**src/rtl/control_sequencer.sv**
```systemverilog
// Instruction control sequencer: fetch / load / decode / multi-step execute with
// stall freezing, interrupt entry at instruction boundaries and illegal-opcode trap.
module control_sequencer #(
  parameter int INSTR_W = 16,
  parameter int OPC_W   = 4,
  parameter int STEP_W  = 3
) (
  input  logic              clk,
  input  logic              rst_n,
  input  logic [INSTR_W-1:0] instr,
  input  logic              mem_ready,
  input  logic              stall,
  input  logic              irq,
  input  logic [3:0]        status_reg,
  output logic [2:0]        state,
  output logic [STEP_W-1:0] step,
  output logic [OPC_W-1:0]  opcode,
  output logic              mem_req,
  output logic              ir_load,
  output logic              pc_inc,
  output logic              exec_active,
  output logic              branch_taken,
  output logic              illegal,
  output logic              irq_ack
);

  localparam logic [2:0] S_IDLE    = 3'd0;
  localparam logic [2:0] S_FETCH   = 3'd1;
  localparam logic [2:0] S_LOAD_IR = 3'd2;
  localparam logic [2:0] S_DECODE  = 3'd3;
  localparam logic [2:0] S_EXEC    = 3'd4;
  localparam logic [2:0] S_IRQ     = 3'd5;

  localparam logic [OPC_W-1:0] OPC_ILLEGAL = OPC_W'(7);

  // Index of the final EXEC step; conditional branches run long only when taken.
  function automatic logic [STEP_W-1:0] last_step(input logic [OPC_W-1:0] opc,
                                                  input logic taken);
    case (opc)
      OPC_W'(2), OPC_W'(3), OPC_W'(4), OPC_W'(11): last_step = STEP_W'(2);
      OPC_W'(8), OPC_W'(9):                        last_step = STEP_W'(3);
      OPC_W'(10):                                  last_step = STEP_W'(5);
      OPC_W'(12):                                  last_step = STEP_W'(1);
      OPC_W'(13), OPC_W'(14), OPC_W'(15):          last_step = taken ? STEP_W'(2) : STEP_W'(0);
      default:                                     last_step = STEP_W'(0);
    endcase
  endfunction

  function automatic logic branch_cond(input logic [OPC_W-1:0] opc, input logic [3:0] flags);
    case (opc)
      OPC_W'(13): branch_cond = flags[1];
      OPC_W'(14): branch_cond = flags[3];
      OPC_W'(15): branch_cond = flags[2];
      default:    branch_cond = 1'b0;
    endcase
  endfunction

  logic [2:0]        state_q, state_d;
  logic [STEP_W-1:0] step_q, step_d;
  logic [OPC_W-1:0]  opcode_q, opcode_d;
  logic [OPC_W-1:0]  ir_q, ir_d;
  logic              branch_q, branch_d;
  logic              mem_req_q, mem_req_d;
  logic              ir_load_q, ir_load_d;
  logic              pc_inc_q, pc_inc_d;
  logic              illegal_q, illegal_d;
  logic              irq_ack_q, irq_ack_d;
  logic              exec_last;
  logic              instr_unused;

  // Only the opcode field of the fetched word steers the sequencer.
  assign instr_unused = ^instr[INSTR_W-OPC_W-1:0];
  assign exec_last    = (step_q == last_step(opcode_q, branch_q));

  // State and output registers.
  always_ff @(posedge clk or negedge rst_n) begin
    if (!rst_n) begin
      state_q   <= S_IDLE;
      step_q    <= '0;
      opcode_q  <= '0;
      ir_q      <= '0;
      branch_q  <= 1'b0;
      mem_req_q <= 1'b0;
      ir_load_q <= 1'b0;
      pc_inc_q  <= 1'b0;
      illegal_q <= 1'b0;
      irq_ack_q <= 1'b0;
    end else begin
      state_q   <= state_d;
      step_q    <= step_d;
      opcode_q  <= opcode_d;
      ir_q      <= ir_d;
      branch_q  <= branch_d;
      mem_req_q <= mem_req_d;
      ir_load_q <= ir_load_d;
      pc_inc_q  <= pc_inc_d;
      illegal_q <= illegal_d;
      irq_ack_q <= irq_ack_d;
    end
  end

  // Next-state logic; irq is only looked at on the final unstalled EXEC step.
  always_comb begin
    state_d = S_IDLE;
    case (state_q)
      S_IDLE:    state_d = S_FETCH;
      S_FETCH:   state_d = mem_ready ? S_LOAD_IR : S_FETCH;
      S_LOAD_IR: state_d = S_DECODE;
      S_DECODE:  state_d = (ir_q == OPC_ILLEGAL) ? S_FETCH : S_EXEC;
      S_EXEC: begin
        if (!stall && exec_last) begin
          state_d = irq ? S_IRQ : S_FETCH;
        end else begin
          state_d = S_EXEC;
        end
      end
      S_IRQ:     state_d = S_FETCH;
      default:   state_d = S_IDLE;
    endcase
  end

  // Datapath and strobe next values; strobes follow the upcoming state so they are registered.
  always_comb begin
    ir_d     = (state_q == S_FETCH && mem_ready) ? instr[INSTR_W-1 -: OPC_W] : ir_q;
    opcode_d = (state_q == S_DECODE) ? ir_q : opcode_q;
    branch_d = (state_q == S_DECODE) ? branch_cond(ir_q, status_reg) : branch_q;
    if (state_q == S_EXEC && state_d == S_EXEC) begin
      step_d = stall ? step_q : step_q + STEP_W'(1);
    end else begin
      step_d = '0;
    end
    mem_req_d = (state_d == S_FETCH);
    ir_load_d = (state_d == S_LOAD_IR);
    pc_inc_d  = (state_d == S_LOAD_IR);
    irq_ack_d = (state_d == S_IRQ);
    illegal_d = (state_q == S_DECODE) && (ir_q == OPC_ILLEGAL);
  end

  assign state        = state_q;
  assign step         = step_q;
  assign opcode       = opcode_q;
  assign mem_req      = mem_req_q;
  assign ir_load      = ir_load_q;
  assign pc_inc       = pc_inc_q;
  assign branch_taken = branch_q;
  assign illegal      = illegal_q;
  assign irq_ack      = irq_ack_q;
  assign exec_active  = (state_q == S_EXEC) && !stall;

endmodule

```
**config.mk**
```make
export PLATFORM = sky130hd
export DESIGN_NAME = control_sequencer
export DESIGN_NICKNAME = d
export VERILOG_FILES = /design/src/rtl/control_sequencer.sv
export SDC_FILE = /design/constraint.sdc
export NUM_CORES = 1
export LEC_CHECK = 0
export CORE_AREA = 2 2 51 53
export CTS_BUF_LIST = sky130_fd_sc_hd__clkbuf_4 sky130_fd_sc_hd__clkbuf_8
export DETAILED_ROUTE_END_ITERATION = 10
export DIE_AREA = 0 0 53 55
export PLACE_DENSITY_LB_ADDON = 0.25
export SETUP_SLACK_MARGIN = 0.4
export SLEW_MARGIN = 0
export SYNTH_ARGS = -nofsm -noshare
export SYNTH_HDL_FRONTEND = slang
export SYNTH_SLANG_ARGS = --single-unit
export TNS_END_PERCENT = 20
```
**constraint.sdc**
```tcl
create_clock -name clk -period 3 [get_ports clk]
set_clock_uncertainty 0.05 [all_clocks]
set_input_delay 0.45 -clock clk [delete_from_list [all_inputs] [get_ports clk]]
set_output_delay 0.45 -clock clk [all_outputs]
set_load 0.005 [all_outputs]
```
* Word level (Yosys, flattened, before mapping)
Cells that the tools add are included.
Widths: inputs -> output; s select.
** Word-level totals
- Output and inout port bits :: 17
- Flip-flop bits (word level) :: 19
- Bits of input ports :: 25
- Logic and storage cells :: 57
** Cells by class
- Reduce and logical (&&, ||, !) cells :: 11
- Muxes and demuxes :: 10
- Equal/unequal tests :: 26
- Add/sub/neg operators :: 1
** Operators by type and width (number)
- $eq 4x4->1 const B :: 11
- $pmux 3 s5 :: 2
- $mux 3 :: 5
- $eq 3x3->1 const B :: 4
- $eq 3x2->1 const B :: 3
- $eq 4x2->1 const B :: 2
- $eq 4x3->1 const B :: 2
- $eq 3x1->1 const B :: 2
- $logic_and 1x1->1 :: 5
- $mux 2 :: 2
- $reduce_or 2->1 :: 2
- $reduce_or 4->1 :: 1
- $add 3x1->3 const B :: 1
- $eq 3x3->1 :: 1
- $logic_not 3->1 :: 1
- $pmux 1 s3 :: 1
- $reduce_or 3->1 :: 1
- $ne 2x2->1 const B :: 1
- $logic_not 1->1 :: 1

* Longest topological paths before layout
Gate-level depths: netlist (run 1).
- Depth after elaboration :: 10
- Depth in mapped cells :: 6
- Depth with buffers taken out :: 4

* Worst setup path before layout (run 1)
No wires, ideal clock.
- Path type :: register to register
- Start :: register opcode_q[2], in the netlist opcode[2]
- End :: register mem_req_q, in the netlist mem_req
- Library setup time :: 0.120 ns
- Required time :: 2.830 ns
- Cell stages (with the launch flop) :: 6
- Slack :: 1.427 ns
- Buffers on the path :: 1
- Clock period less this slack :: 1.573 ns
- Arrival :: 1.404 ns
- Cell sequence :: dfrtp_1 -> buf_6 -> and4bb_1 -> mux2i_1 -> nor3_1 -> a31o_1
** Between the ends
- Longest elaborated chain between the ends :: 8
- Elaborated cells between the ends (all ways) :: 20
- Classes of those cells :: 13 x eq/ne; 3 x mux; 4 x reduce/logical
** RTL lines
- start: declaration :: RTL line 60 : logic [OPC_W-1:0] opcode_q, opcode_d;
- start signal: assignment :: RTL line 91 : opcode_q <= opcode_d;
- $eq 4x2->1 (tied with other cells) :: RTL line 39 : case (opc)
- $reduce_or 4->1 (tied with other cells) :: RTL line 39
- $pmux 3 s5 (*) :: RTL line 39
- $eq 3x3->1 (*) :: RTL line 73 : assign exec_last = (step_q == last_step(opcode_q, branch_q));
- $logic_and 1x1->1 (*) :: RTL line 111 : if (!stall && exec_last) begin
- $mux 3 (*) :: RTL line 111
- $pmux 3 s5 (*) :: RTL line 105 : case (state_q)
- $eq 3x1->1 (*) :: RTL line 132 : mem_req_d = (state_d == S_FETCH);
- named net mem_req_d :: RTL line 63 : logic mem_req_q, mem_req_d;
- end signal: assignment :: RTL line 94 : mem_req_q <= mem_req_d;
- end: declaration :: RTL line 63
The timed path passes the listed nets; every way through them passes the cells marked *.
A chain may end at the register's enable or synchronous reset.

* Worst setup path in the final report (run 1)
- Start :: register state_q[2], in the netlist state[2]
- End :: output port exec_active
** Between the ends
- Longest elaborated chain between the ends :: 2
** RTL lines
- start: declaration :: RTL line 58 : logic [2:0] state_q, state_d;
- start signal: assignment :: RTL line 89 : state_q <= state_d;
- $eq 3x3->1 :: RTL line 148 : assign exec_active = (state_q == S_EXEC) && !stall;
- $logic_and 1x1->1 :: RTL line 148
- end: declaration :: RTL line 21 : output logic exec_active,
No other way between the ends.

==> summary.txt, run 1 <==
Status
  – Status: completed

Finish
  – Post-route cell area: roughly 1400 um2
  – Layout cells sized above 1: around 17%
  – Final net count: 155
  – Post-Layout Cell Count: approximately 160
  – Area grow syn2layout: 26.9%
  – Diode count: 0

Synth
  – Biggest area consumer among synthesized cells: dfrtp_1
  – Yosys reg bits: 19
  – Share of the synthesized area in the top cell type: 42.4%
  – Post-synthesis cell area: approximately 1100 um2
  – Synth top cells by count: dfrtp_1, nor2_1, mux2_2
  – Top post-synthesis cells by area: dfrtp_1, mux2_2, nor2_1, buf_6, nor2b_1
  – Synth warn: 0
  – Ys flop type: dfrtp_1
  – Asr flop ratio synth: 100%
  – Syn Inst Count: just over 100
  – Sequential area share after synthesis: between 40% and 50%
  – Number of synthesized flops with an enable pin: 0
  – Syn_area_per_cell: between 10 and 15 um2
  – Syn Nets: about 130
  – Unique masters post-synth: 46
  – Count leader, synth: dfrtp_1

GRT
  – Overflow after GRT: 0
  – GRT Total Usage: roughly 16%
  – Largest net degree at the start of global routing: 20
  – Initial antenna violation count: 0
  – Number of global-route vias before repair: approximately 770
  – First-pass GRT wire length: 3500 um

Placed design
  – Placed wire-length estimate: between 1500 and 2000 um
  – Placed insts: around 150
  – GPL Wtd Cong: between 0.8 and 0.9
  – IO Port Bufs: 28
  – Post-Place Cell Area: approximately 1400 um2

Hold path
  – Hold Crit Class: flip-flop to flip-flop
  – Hold Path End: branch_taken$_DFFE_PN0N_
  – Hold Path Origin: branch_taken$_DFFE_PN0N_
  – Hold Crit Depth: 2

Floorplanning
  – Rows: 18
  – Starting Density: between 40 and 50%
  – DIE HEIGHT: around 55 um
  – IO Pins: 42
  – Placeable Area: approximately 2400 um2
  – Die W: ~53 um
  – Die area: slightly below 3000 um2

Clocking
  – Clock sinks: 19
  – Number of buffers added for setup after CTS: 0
  – TritonCTS clock tree: done
  – H-tree depth: 1
  – Post-cts resize count: 0
  – Clock Tree Buf Depth: 2
  – Worst-path clk slew: approximately 0.11 ns
  – CTS Buf Count: 3
  – Hold_buf cts: 0
  – Clock root cell: clkbuf_4
  – Worst-skew pair later-pin latency: between 0.2 and 0.3 ns

Pwr
  – Total power: between 0.001 and 0.0015 W
  – Internal power: 0.000742 W
  – Switching pwr: ~0.00044 W
  – Comb power frac: 47.4%
  – Pwr Density: approximately 830 nW/um2
  – Sequential power share: a little over two fifths
  – Net Sw Frac: between 30 and 40%
  – Clock power frac: a little over a tenth
  – P_leak: between 0.5 and 0.6 nW
  – Max VDD drop: around 0.0005 V

Critical path
  – Startpoint Class: flip-flop
  – Worst r2r path cells: 4
  – Reg-to-Reg Start: opcode[2]$_DFFE_PN0N_
  – Critical Path End Type: output port
  – Worst setup path startpoint: state[2]$_DFF_PN0_
  – FF-to-FF End: irq_ack$_DFF_PN0_
  – WS Path Type: flip-flop to output port
  – Max FO, Critical Path: 9
  – R2R setup slack: between 1 and 1.5 ns
  – Worst EP required: 2.50 ns
  – Critical Path AT: approximately 1.8 ns

Timing
  – Final hold violations: 0
  – Period minus WS final: 2.27 ns
  – Fin. max-slew vios: 0
  – Period utilization: 75.7%
  – RSZ-0062 raised after global routing: false
  – Final setup viols: 0
  – Max-slew headroom: a little over two fifths
  – FMAX: between 0.4 and 0.5 GHz
  – Slew @ Worst Pin: between 0.8 and 0.9 ns
  – Total Neg Setup Slack: 0 ns

Routing
  – Routed Antenna Nets: 0
  – Wire per inst: 13.4 um
  – DR iter-0 viols: 12
  – DRT Pass-1 Iters: 4
  – Overall routed net length: ~2100 um
  – DRC Markers: 0
  – Avg Vias per Cell: between 5 and 6
  – DR vias: between 800 and 900

Flow run
  – Max cap viols: 0
[sequential cells by signal, summed over array words and instances (netlist names)]
name,count
irq_ack,1
mem_req,1
pc_inc,1
state,3
branch_taken,1
opcode,4
illegal,1
step,3
ir_q,4
[through the flow]
stage	util, %	setup WS (ns)	hold WS [ns]
2_1_floorplan	-	1.43	0.104
3_3_place_gp	59.0	0.876	0.441
3_5_place_dp	59.0	0.860	0.447
4_1_cts	60.2	0.720	0.482
5_1_grt	60.2	0.588	0.532
6_report	60.2	0.729	0.468
[layout by cell type (no fill, tap or decap), types with 2 or more instances in the layout]
master and n:
mux2_2 8, nor3_2 2, a21oi_1 3, nor2b_1 5, a211oi_1 3, a31oi_1 2
dfrtp_1 19, inv_1 2, mux2i_1 2, nor3_1 2, clkdlybuf4s50_1 28, nor2_1 10
nand2b_1 2, clkbuf_4 3, nand2_1 4, and4bb_1 2
[power groups by stage]
| stage | clock [W] | combinational [W] | sequential (W) |
|---|---|---|---|
| 3_5_place_dp | 0 | 0.000566 | 0.000504 |
| 5_1_grt | 0.000138 | 0.000621 | 0.000521 |
| 3_3_place_gp | 0 | 0.000558 | 0.000496 |
| 6_report | 0.000125 | 0.000562 | 0.000499 |
| 2_1_floorplan | 0 | 0.000442 | 0.000436 |
| 4_1_cts | 0.000131 | 0.000569 | 0.000497 |
[critical path, stage by stage, from the launching register on]
cell,delay (ns)
dfrtp_1,0.49
nor2b_1,0.22
nand2b_1,0.16
nor2_1,0.11
clkdlybuf4s50_1,0.51
[worst max path at each step]
stage                                   end  slack [ns]  cells past startpoint
after global placement          exec_active        0.88                      3
final                           exec_active        0.73                      4
after CTS                       exec_active        0.72                      4
after detailed placement        exec_active        0.86                      3
after floorplan           mem_req$_DFF_PN0_        1.43                      5
after global routing            exec_active        0.59                      4
[layout make-up]
type                    instances  area [um2]
multi-input cells              74         588
well taps                      30        37.5
repair buffers                 29         288
fillers                       199         941
clock buffers                   3        22.5
clock inverters                 1        5.00
flip-flops and latches         19         475
inverters                       2        7.51
[logic make-up after synthesis]
kind of cell | share of synthesized area (%)
compound gates | 14.2
xor+xnor | 1.56
fa+ha+maj | 2.12
buf+inv | 5.24
flops | 42.4
mux | 9.81
simple gates | 24.8
[per-layer routing]
metal / global-route usage, % / routed length [um] / up-vias
met4: 6.41 / 30 / 0
met5: 0 / 0 / -
met3: 1.61 / 63 / 4
met1: 21.4 / 977 / 425
li1: - / - / 434
met2: 27.7 / 1040 / 18
(Power assumes the default switching activity.)
==> run 2, diff against run 1 <==
--- a/config.mk
+++ b/config.mk
@@ -5,10 +5,10 @@
 export SDC_FILE = /design/constraint.sdc
 export NUM_CORES = 1
 export LEC_CHECK = 0
-export CORE_AREA = 2 2 51 53
+export CORE_AREA = 2 2 56 58
 export CTS_BUF_LIST = sky130_fd_sc_hd__clkbuf_4 sky130_fd_sc_hd__clkbuf_8
 export DETAILED_ROUTE_END_ITERATION = 10
-export DIE_AREA = 0 0 53 55
+export DIE_AREA = 0 0 58 60
 export PLACE_DENSITY_LB_ADDON = 0.25
 export SETUP_SLACK_MARGIN = 0.4
 export SLEW_MARGIN = 0
==> constraint.sdc (replaced) <==
create_clock -name clk -period 2.05 [get_ports clk]
set_clock_uncertainty 0.05 [all_clocks]
set_input_delay 0.3075 -clock clk [delete_from_list [all_inputs] [get_ports clk]]
set_output_delay 0.3075 -clock clk [all_outputs]
set_load 0.005 [all_outputs]
==> summary.txt, run 2 (synthesis gave the netlist of run 1 again) <==
Timing
  – Period utilization: 84.4%
  – Period minus WS final: approximately 1.7 ns
  – Final setup viols: 0 (unchanged)
  – FMAX: between 0.5 and 0.6 GHz
  – Final hold violations: 0 (unchanged)
  – Fin. max-slew vios: 0 (unchanged)
  – RSZ-0062 raised after global routing: true
  – Total Neg Setup Slack: 0 ns (unchanged)
  – Max-slew headroom: 76.1% (+32 points)
  – Slew @ Worst Pin: 0.357 ns (-0.486 ns)
  – Hold WS: 0.302 ns (-0.166 ns)

Floorplanning
  – Rows: 20 (+2)
  – Die W: 58 um (+9.4%)
  – Starting Density: 38.7% (-8.8 points)
  – Die area: 3480 um2 (+19%)
  – Placeable Area: 2900 um2 (+23%)
  – DIE HEIGHT: 60 um (+9.1%)
  – IO Pins: 42 (unchanged)

GRT
  – GR peak layer: met2
  – Number of global-route vias before repair: 913 (+19%)
  – Overflow after GRT: 0 (unchanged)
  – Largest net degree at the start of global routing: 20 (unchanged)
  – Met3 Usage GRT: 1.30% (-0.31 points)
  – Initial antenna violation count: 0 (unchanged)
  – GR Util met1: 20.6% (-0.83 points)
  – GRT Total Usage: 15.2% (-1.1 points)
  – First-pass GRT wire length: 4080 um (+17%)
  – Met2 Usage GRT: 25.0% (-2.7 points)

Clocking
  – Worst-skew pair later-pin latency: 0.29 ns (about the same)
  – Worst-path clk slew: 0.11 ns (about the same)
  – Clock Tree Buf Depth: 2 (unchanged)
  – Clock sinks: 19 (unchanged)
  – H-tree depth: 1 (unchanged)
  – Clock root cell: clkbuf_4
  – Hold_buf cts: 0 (unchanged)
  – TritonCTS clock tree: done
  – CTS Buf Count: 3 (unchanged)

Routing
  – DR iter-0 viols: 49 (+37)
  – Routed Antenna Nets: 0 (unchanged)
  – DRT Pass-1 Iters: 4 (unchanged)
  – DRC Markers: 0 (unchanged)
  – DR vias: 989 (+12%)
  – Wire per inst: 14.4 um (+7.7%)
  – Overall routed net length: 2640 um (+25%)
  – Avg Vias per Cell: 5.40 (-3.1%)

Critical path
  – Critical Path AT: 1.89 ns (+0.12 ns)
  – Crit path buf inv count: 2 (+1)
  – Critical Path End Type: flip-flop
  – Slowest stage delay, CP: 0.45 ns (-0.06 ns)
  – Startpoint Class: flip-flop
  – Worst path top cell family by delay: flip-flops
  – WS Path Type: flip-flop to flip-flop
  – CP cell instances: buf_6 -> maj3_2 -> nor3_4 -> nor3_4 -> buf_6 -> a211oi_2
  – Slowest stage cell, crit path: dfrtp_2
  – Max FO, Critical Path: 6 (-3)
  – Worst EP required: 2.21 ns (-0.29 ns)

Pwr
  – Comb power frac: 61.9% (+15 points)
  – P_leak: 0.737 nW (+27%)
  – Pwr Density: 1300 nW/um2 (+57%)
  – Switching pwr: 0.000826 W (+86%)
  – Net Sw Frac: 36.2% (-1.2 points)
  – Internal power: 0.00145 W (+96%)
  – Sequential power share: 29.4% (-13 points)
  – Max VDD drop: 0.00104 V (+110%)
  – Clock power frac: 8.7% (-1.8 points)

Placed design
  – Placed wire-length estimate: 1570 um (+0.18%)
  – IO Port Bufs: 28 (unchanged)
  – GPL Wtd Cong: 0.785 (-4.1%)

Finish
  – Area grow syn2layout: 55.9%
  – Fin util: 60.3% (about the same)
  – Diode count: 0 (unchanged)
  – Most frequent cells in the layout: clkdlybuf4s50_1, buf_4, dfrtp_1
  – # fillers: 253 (+27%)
  – Final net count: 177 (+14%)
  – Commonest non-fill, non-tap cell in the layout: clkdlybuf4s50_1
  – Layout cells sized above 1: 42.0% (+25 points)

Hold path
  – Hold Crit Class: input port to async pin

Status
  – Status: completed

Flow run
  – Max cap viols: 0 (unchanged)
run 2: cell count changes in the layout (fill, tap and decap cells not counted), moves of 3 or more:
| cell | before | now |
|---|---|---|
| clkdlybuf4s50_1 | 28 | 25 |
| a211oi_1 | 3 | 0 |
| buf_4 | 1 | 14 |
| dfrtp_1 | 19 | 11 |
| buf_6 | 0 | 8 |
| dfrtp_2 | 0 | 8 |
run 2: through the flow:
stage               power, W  instances  area [um2]  setup WS (ns)
floorplan            0.00129        101        1120          0.477
global placement     0.00156        159        1420          0.172
detailed placement   0.00158        159        1420          0.132
CTS                  0.00187        168        1500          0.312
global route         0.00245        183        1750          0.248
finish               0.00228        183        1750          0.320
run 2: repair_timing:
action / in CTS / in global routing
endpoints found under the hold margin: 0 / 0
setup endpoints to repair: 16 / 21
pin swaps: 2 / 14
gates resized for setup: 11 / 34
setup buffers: 5 / 15
run 2: layout make-up:
class                           instances  area [um2]  share of cell area, %
Tap cell                               33        41.3                   2.36
Clock buffer                            4        30.0                   1.72
Timing Repair Buffer                   51         499                   28.5
Inverter                                2        7.51                  0.429
Multi-Input combinational cell         74         686                   39.2
Sequential cell                        19         485                   27.8
run 2: worst reg2reg max path: stages, from the launching register on:
cell and delay (ns):
dfrtp_2 0.45, buf_6 0.14, maj3_2 0.33, nor3_4 0.29
nor3_4 0.09, buf_6 0.13, a211oi_2 0.17
run 2: worst paths after layout:
check | start | end | slack [ns] | cells past startpoint
min reg2reg | branch_taken$_DFFE_PN0N_ | branch_taken$_DFFE_PN0N_ | 0.47 | 2
min | rst_n | ir_q[1]$_DFFE_PN0P_ | 0.30 | 2
max reg2reg | opcode[1]$_DFFE_PN0N_ | step[1]$_DFFE_PN0P_ | 0.32 | 6
max in group asynchronous | rst_n | opcode[3]$_DFFE_PN0N_ | 1.44 | 2
max | opcode[1]$_DFFE_PN0N_ | step[1]$_DFFE_PN0P_ | 0.32 | 6
min in group clk | branch_taken$_DFFE_PN0N_ | branch_taken$_DFFE_PN0N_ | 0.47 | 2
run 2: power groups by stage:
stage | combinational [W] | clock [W] | sequential, W
floorplan | 0.000647 | 0 | 0.000639
global placement | 0.000839 | 0 | 0.000718
detailed placement | 0.000849 | 0 | 0.000732
CTS | 0.000971 | 0.000205 | 0.000697
global route | 0.00152 | 0.000229 | 0.000701
finish | 0.00141 | 0.000199 | 0.000671
run 2: metal layers:
layer  wire length [um]  share of wire, %
met1               1140                43
met2               1390                53
met3                 65               2.5
met4                 41               1.6
met5                  0                 0
==> run 3, diff against run 2 <==
==> constraint.sdc (replaced) <==
create_clock -name clk -period 1.5 [get_ports clk]
set_clock_uncertainty 0.05 [all_clocks]
set_input_delay 0.225 -clock clk [delete_from_list [all_inputs] [get_ports clk]]
set_output_delay 0.225 -clock clk [all_outputs]
set_load 0.005 [all_outputs]
==> summary.txt, run 3 (synthesis gave the netlist of run 1 again) <==
Clocking
  – Clock Tree Buf Depth: 2 (unchanged)
  – TritonCTS clock tree: done
  – H-tree depth: 1 (unchanged)
  – Clock sinks: 19 (unchanged)
  – CTS Buf Count: 3 (unchanged)
  – Worst-path clk slew: 0.11 ns (about the same)
  – Worst-skew pair later-pin latency: 0.29 ns (about the same)
  – Clock root cell: clkbuf_4

Placed design
  – Placed wire-length estimate: 1970 um (+25%)
  – GPL Wtd Cong: 0.741 (-5.7%)
  – Placed insts: 184 (+16%)
  – Post-Place Cell Area: 1610 um2 (+14%)
  – IO Port Bufs: 28 (unchanged)

Critical path
  – Critical Path End Type: flip-flop
  – Worst setup path startpoint: opcode[2]$_DFFE_PN0N_
  – Max FO, Critical Path: 7 (+1)
  – Worst EP required: 1.68 ns (-0.53 ns)
  – Startpoint Class: flip-flop
  – R2R setup slack: -0.24 ns (-0.56 ns)
  – WS Path Type: flip-flop to flip-flop
  – Critical Path AT: 1.93 ns (+0.04 ns)
  – Reg-to-Reg Start: opcode[2]$_DFFE_PN0N_

Routing
  – DRC Markers: 0 (unchanged)
  – DRT Pass-1 Iters: 4 (unchanged)
  – Overall routed net length: 2990 um (+13%)
  – Wire per inst: 15.5 um (+7.4%)
  – Routed Antenna Nets: 0 (unchanged)
  – DR vias: 1,035 (+4.7%)
  – Avg Vias per Cell: 5.36 (-0.77%)
  – DR iter-0 viols: 34 (-31%)

Status
  – Status: finished, violations left
  – Failing checks: negative setup slack

Finish
  – Post-route cell area: 1810 um2 (+3.4%)
  – Layout cells sized above 1: 55.6% (+14 points)
  – Post-Layout Cell Count: 193 (+5.5%)
  – Final net count: 187 (+5.6%)
  – Most frequent cells in the layout: buf_4, buf_6, dfrtp_1, clkdlybuf4s50_1, nor2_1
  – Diode count: 0 (unchanged)
  – Area grow syn2layout: 61.2%
  – Area of the multi-input gates: 709 um2 (+3.5%)
  – Commonest non-fill, non-tap cell in the layout: buf_4
  – # fillers: 247 (-2.4%)
  – Seq. cell area: 485 um2 (unchanged)

Timing
  – Final WS setup: -0.244 ns (-0.564 ns)
  – Slew @ Worst Pin: 0.324 ns (-0.0335 ns)
  – RSZ-0062 raised after global routing: true
  – Period utilization: 116% (+32 points)
  – Hold WS: 0.202 ns (-0.100 ns)
  – Period minus WS final: 1.74 ns (+0.0136 ns)
  – FMAX: 0.573 GHz (-0.78%)
  – Final hold violations: 0 (unchanged)
  – Max-slew headroom: 78.4% (+2.3 points)
  – Final setup viols: 9 (+9)
  – Fin. max-slew vios: 0 (unchanged)

Hold path
  – Hold Crit Class: input port to async pin

Pwr
  – Pwr Density: 1760 nW/um2 (+35%)
  – P_leak: 0.826 nW (+12%)
  – Total power: 0.00319 W (+40%)
  – Max VDD drop: 0.00105 V (+0.63%)

GRT
  – Largest net degree at the start of global routing: 20 (unchanged)
  – Number of global-route vias before repair: 1,062 (+16%)
  – GRT Total Usage: 17.0% (+1.8 points)
  – Overflow after GRT: 0 (unchanged)
  – First-pass GRT wire length: 4620 um (+13%)
  – Initial antenna violation count: 0 (unchanged)

Flow run
  – Max cap viols: 0 (unchanged)

Floorplanning
  – Starting Density: 38.7% (unchanged)
  – Placeable Area: 2900 um2 (unchanged)
  – Die area: 3480 um2 (unchanged)
  – Die W: 58 um (unchanged)
  – Rows: 20 (unchanged)
  – IO Pins: 42 (unchanged)
  – DIE HEIGHT: 60 um (unchanged)
[run 3: cell types whose count changed in the layout (fill, tap and decap cells not counted), sizes merged]
cell | previous run | this run
clkbuf | 4 | 3
buf | 23 | 49
dlymetal6s2s | 2 | 0
clkdlybuf4s50 | 25 | 11
clkinv | 0 | 1
[run 3: critical path, cell delays in order, from the launching register on]
cell and delay, ns:
dfrtp_2 0.47, buf_4 0.15, or3b_1 0.35, o221a_4 0.13
o2111ai_4 0.30, and4_1 0.24
[run 3: through the flow]
stage	utilization, %	setup TNS (ns)	setup slack (ns)
2_1_floorplan	-	-0.263	-0.0464
3_3_place_gp	55.6	-2.43	-0.300
3_5_place_dp	55.6	-3.16	-0.348
4_1_cts	59.9	-1.59	-0.223
5_1_grt	62.3	-2.43	-0.312
6_report	62.3	-1.64	-0.244
[run 3: worst paths after layout]
kind                                                 end  depth (start not counted)
max in group asynchronous          opcode[1]$_DFFE_PN0N_                          2
worst max-delay path                   irq_ack$_DFF_PN0_                          5
worst min-delay path                 step[0]$_DFFE_PN0P_                          2
min in group clk                     ir_q[1]$_DFFE_PN0P_                          2
worst min register to register  branch_taken$_DFFE_PN0N_                          3
worst max register to register         irq_ack$_DFF_PN0_                          5
[run 3: power breakdown]
group | switching (W) | internal (W) | leakage [nW]
combinational | 0.000799 | 0.00119 | 0.579
clock | 0.000160 | 0.0000990 | 0.0177
sequential | 0.000234 | 0.000706 | 0.230
total | 0.00119 | 0.00200 | 0.826
[run 3: repair_timing]
item	CTS	global route
setup endpoints to repair	35	33
gates resized for setup	90	21
pin swaps	4	3
setup buffers	5	0
hold buffers	0	0
gates cloned	0	0
endpoints found under the hold margin	0	0
[run 3: layout make-up]
type | instances | area share [%]
Inverter | 2 | 0.415
Sequential cell | 19 | 26.8
Clock inverter | 1 | 0.277
Tap cell | 33 | 2.28
Multi-Input combinational cell | 74 | 39.2
Timing Repair Buffer | 61 | 29.7
Clock buffer | 3 | 1.24
[run 3: metal layers]
layer | GRT usage, % | up-vias | wire length, um
li1 | - | 495 | -
met3 | 2.38 | 4 | 113
met4 | 5.65 | 0 | 34
met5 | 0 | - | 0
met1 | 20.2 | 514 | 1230
met2 | 31.5 | 22 | 1610
==> edit (config.mk and constraints of run 3) <==
Make the reset (`rst_n`) synchronous in one clocked block.
--- a/src/rtl/control_sequencer.sv
+++ b/src/rtl/control_sequencer.sv
@@ -73,7 +73,7 @@
   assign exec_last    = (step_q == last_step(opcode_q, branch_q));
 
   // State and output registers.
-  always_ff @(posedge clk or negedge rst_n) begin
+  always_ff @(posedge clk) begin
     if (!rst_n) begin
       state_q   <= S_IDLE;
       step_q    <= '0;
Function: differs if rst_n is asserted again (counterexample within 4 cycles, from zero or initial values and one cycle with rst_n low); with rst_n held inactive, the same outputs for 10 cycles.
==> edit against run 3 <==
The flow still finishes with violations (negative setup slack); sequential cell count did not move; die area did not move; worst hold slack improved by 0.28 ns; synthesized cell count rose by 13%; global-route usage fell by 1.3 points; non-clock buffer count fell by 9; routed wire length fell by 19%; setup slack improved by 0.10 ns; cell count rose by 1.6%; cell area fell by 14%; synthesized area fell by 13%; critical endpoint is now state[2]; largest cell class unchanged.
Power is not compared: it rests on default switching activity, and its combinational part moved more than twofold at a synthesized area within 25%.
==> edit: results (changes against run 3) <==
GRT Util Overall = 15.70% (was 17.02%)
failing checks = negative setup slack (unchanged)
HP Class = input port to flop (was input port to async pin)
crit-path max FO = 6 (was 7)
sequential area share after synthesis = 38.92% (was 42.36%)
met3 usage in global routing = 2.165% (was 2.381%)
Net Count, Synth = 140 (was 127)
main flop type after synthesis = dfxtp_1 (was dfrtp_1)
post-synthesis mux area share = 11.52% (was 9.810%)
largest net degree at the start of global routing = 13 (was 20)
Hold Crit Start = instr[13]
hold endpoint = ir_q[1]
dpl cell area = 1426 µm² (was 1613 µm²)
slowest library cell on the worst path = dfxtp_4 (was dfrtp_2)
number of global-route vias before repair = 965 (was 1062)
YS warnings = 0 (unchanged)
slew of the pin with the lowest slew margin = 0.3315 ns (was 0.3238 ns)
Via-to-Cell Ratio = 4.857 (was 5.363)
Synth area leaders = dfxtp_1 39%, mux2i_1 9.2%, nor2_1 6.1% (was dfrtp_1 42%, mux2_2 8.0%, nor2_1 3.3%)
Cell variety after synth = 31 (was 46)
latest clock arrival within the worst-skew pair = 0.30 ns
WL met2 = 1258 µm (was 1613 µm)
Worst Hold Margin = 0.4828 ns (was 0.2020 ns)
Crit Path Class = flop to flop (unchanged)
xor/xnor cell area share of the yosys netlist = 4.481% (was 1.561%)
M2 GR Usage = 28.25% (was 31.49%)
WHS Path Cells = 3
total number of vias = 952 (was 1035)
Lkg Pwr = 0.7040 nW
Synth Instances = 114 (was 101)
CP endpoint = state[2] (was irq_ack)
area share of fa/ha/maj cells after synthesis = 1.280% (was 2.118%)
metal3 WL = 129 µm (was 113 µm)
HPWL after DPL = 1777 µm (was 1969 µm)
Top delay family on crit path = compound AO/OA/AOI/OAI gates (was simple AND/OR/NAND/NOR gates)
DR iter-0 viols = 16 (was 34)
status = finished, violations left (unchanged)
cell count after placement = 187 (was 184)
initial antenna violation count = 0 (unchanged)
Nets = 190 (was 187)
CTS H-tree depth = 1 (unchanged)
Post-synth ARST share = 0% (was 100.0%)
DRT met1 WL = 1007 µm (was 1229 µm)
max incr delay on CP = 0.37 ns (was 0.47 ns)
layout cell share with drive strength beyond 1 = 42.94% (was 55.63%)
CP Launch Point = opcode[3] (was opcode[2])
global-route wire length before repair = 4222 µm (was 4616 µm)
number of gates resized after CTS = 90 (unchanged)
final worst setup slack = -0.1405 ns (was -0.2438 ns)
Port Buffers = 28 (unchanged)
# setup viols final = 9 (unchanged)
Final TNS setup = -1.035 ns (was -1.640 ns)
GP Congestion = 0.8338 (was 0.7405)
met1 Resource Use GR = 19.34% (was 20.16%)
setup slack at placement = -0.1006 ns (was -0.3480 ns)
crit path DAT = 1.80 ns (was 1.93 ns)
Compound-Gate Fraction of Synth Area = 13.83% (was 14.16%)
DR WL/cell = 12.30 µm (was 15.49 µm)
top post-synthesis cells by count = 19 x dfxtp_1, 16 x nor2_1, 12 x nand2_1 (was 19 x dfrtp_1, 10 x nor2_1, 8 x mux2_2)
==> edit: cell count changes after synthesis, moves of 3 or more <==
cell | before | now
mux2i_1 | 2 | 9
dfxtp_1 | 0 | 19
nor2_1 | 10 | 16
dfrtp_1 | 19 | 0
o21ai_0 | 0 | 6
xor2_1 | 1 | 4
nand2_1 | 4 | 12
mux2_2 | 8 | 2
a211oi_1 | 3 | 0
buf_6 | 3 | 0
clkbuf_1 | 0 | 3
==> edit: power breakdown <==
part	switching [W]	total, W	internal (W)	leakage [nW]
logic	0.0000735	0.000176	0.000102	0.524
clock network	0.000178	0.000281	0.000103	0.0183
registers	0.0000130	0.000528	0.000515	0.161
==> edit: layout make-up <==
type,instances,area [µm²]
clock buffers,3,22.52
clock inverters,1,6.256
fillers,270,1339
inverters,4,15.01
multi-input cells,84,610.6
flip-flops and latches,19,406.6
well taps,33,41.29
repair buffers,52,461.7
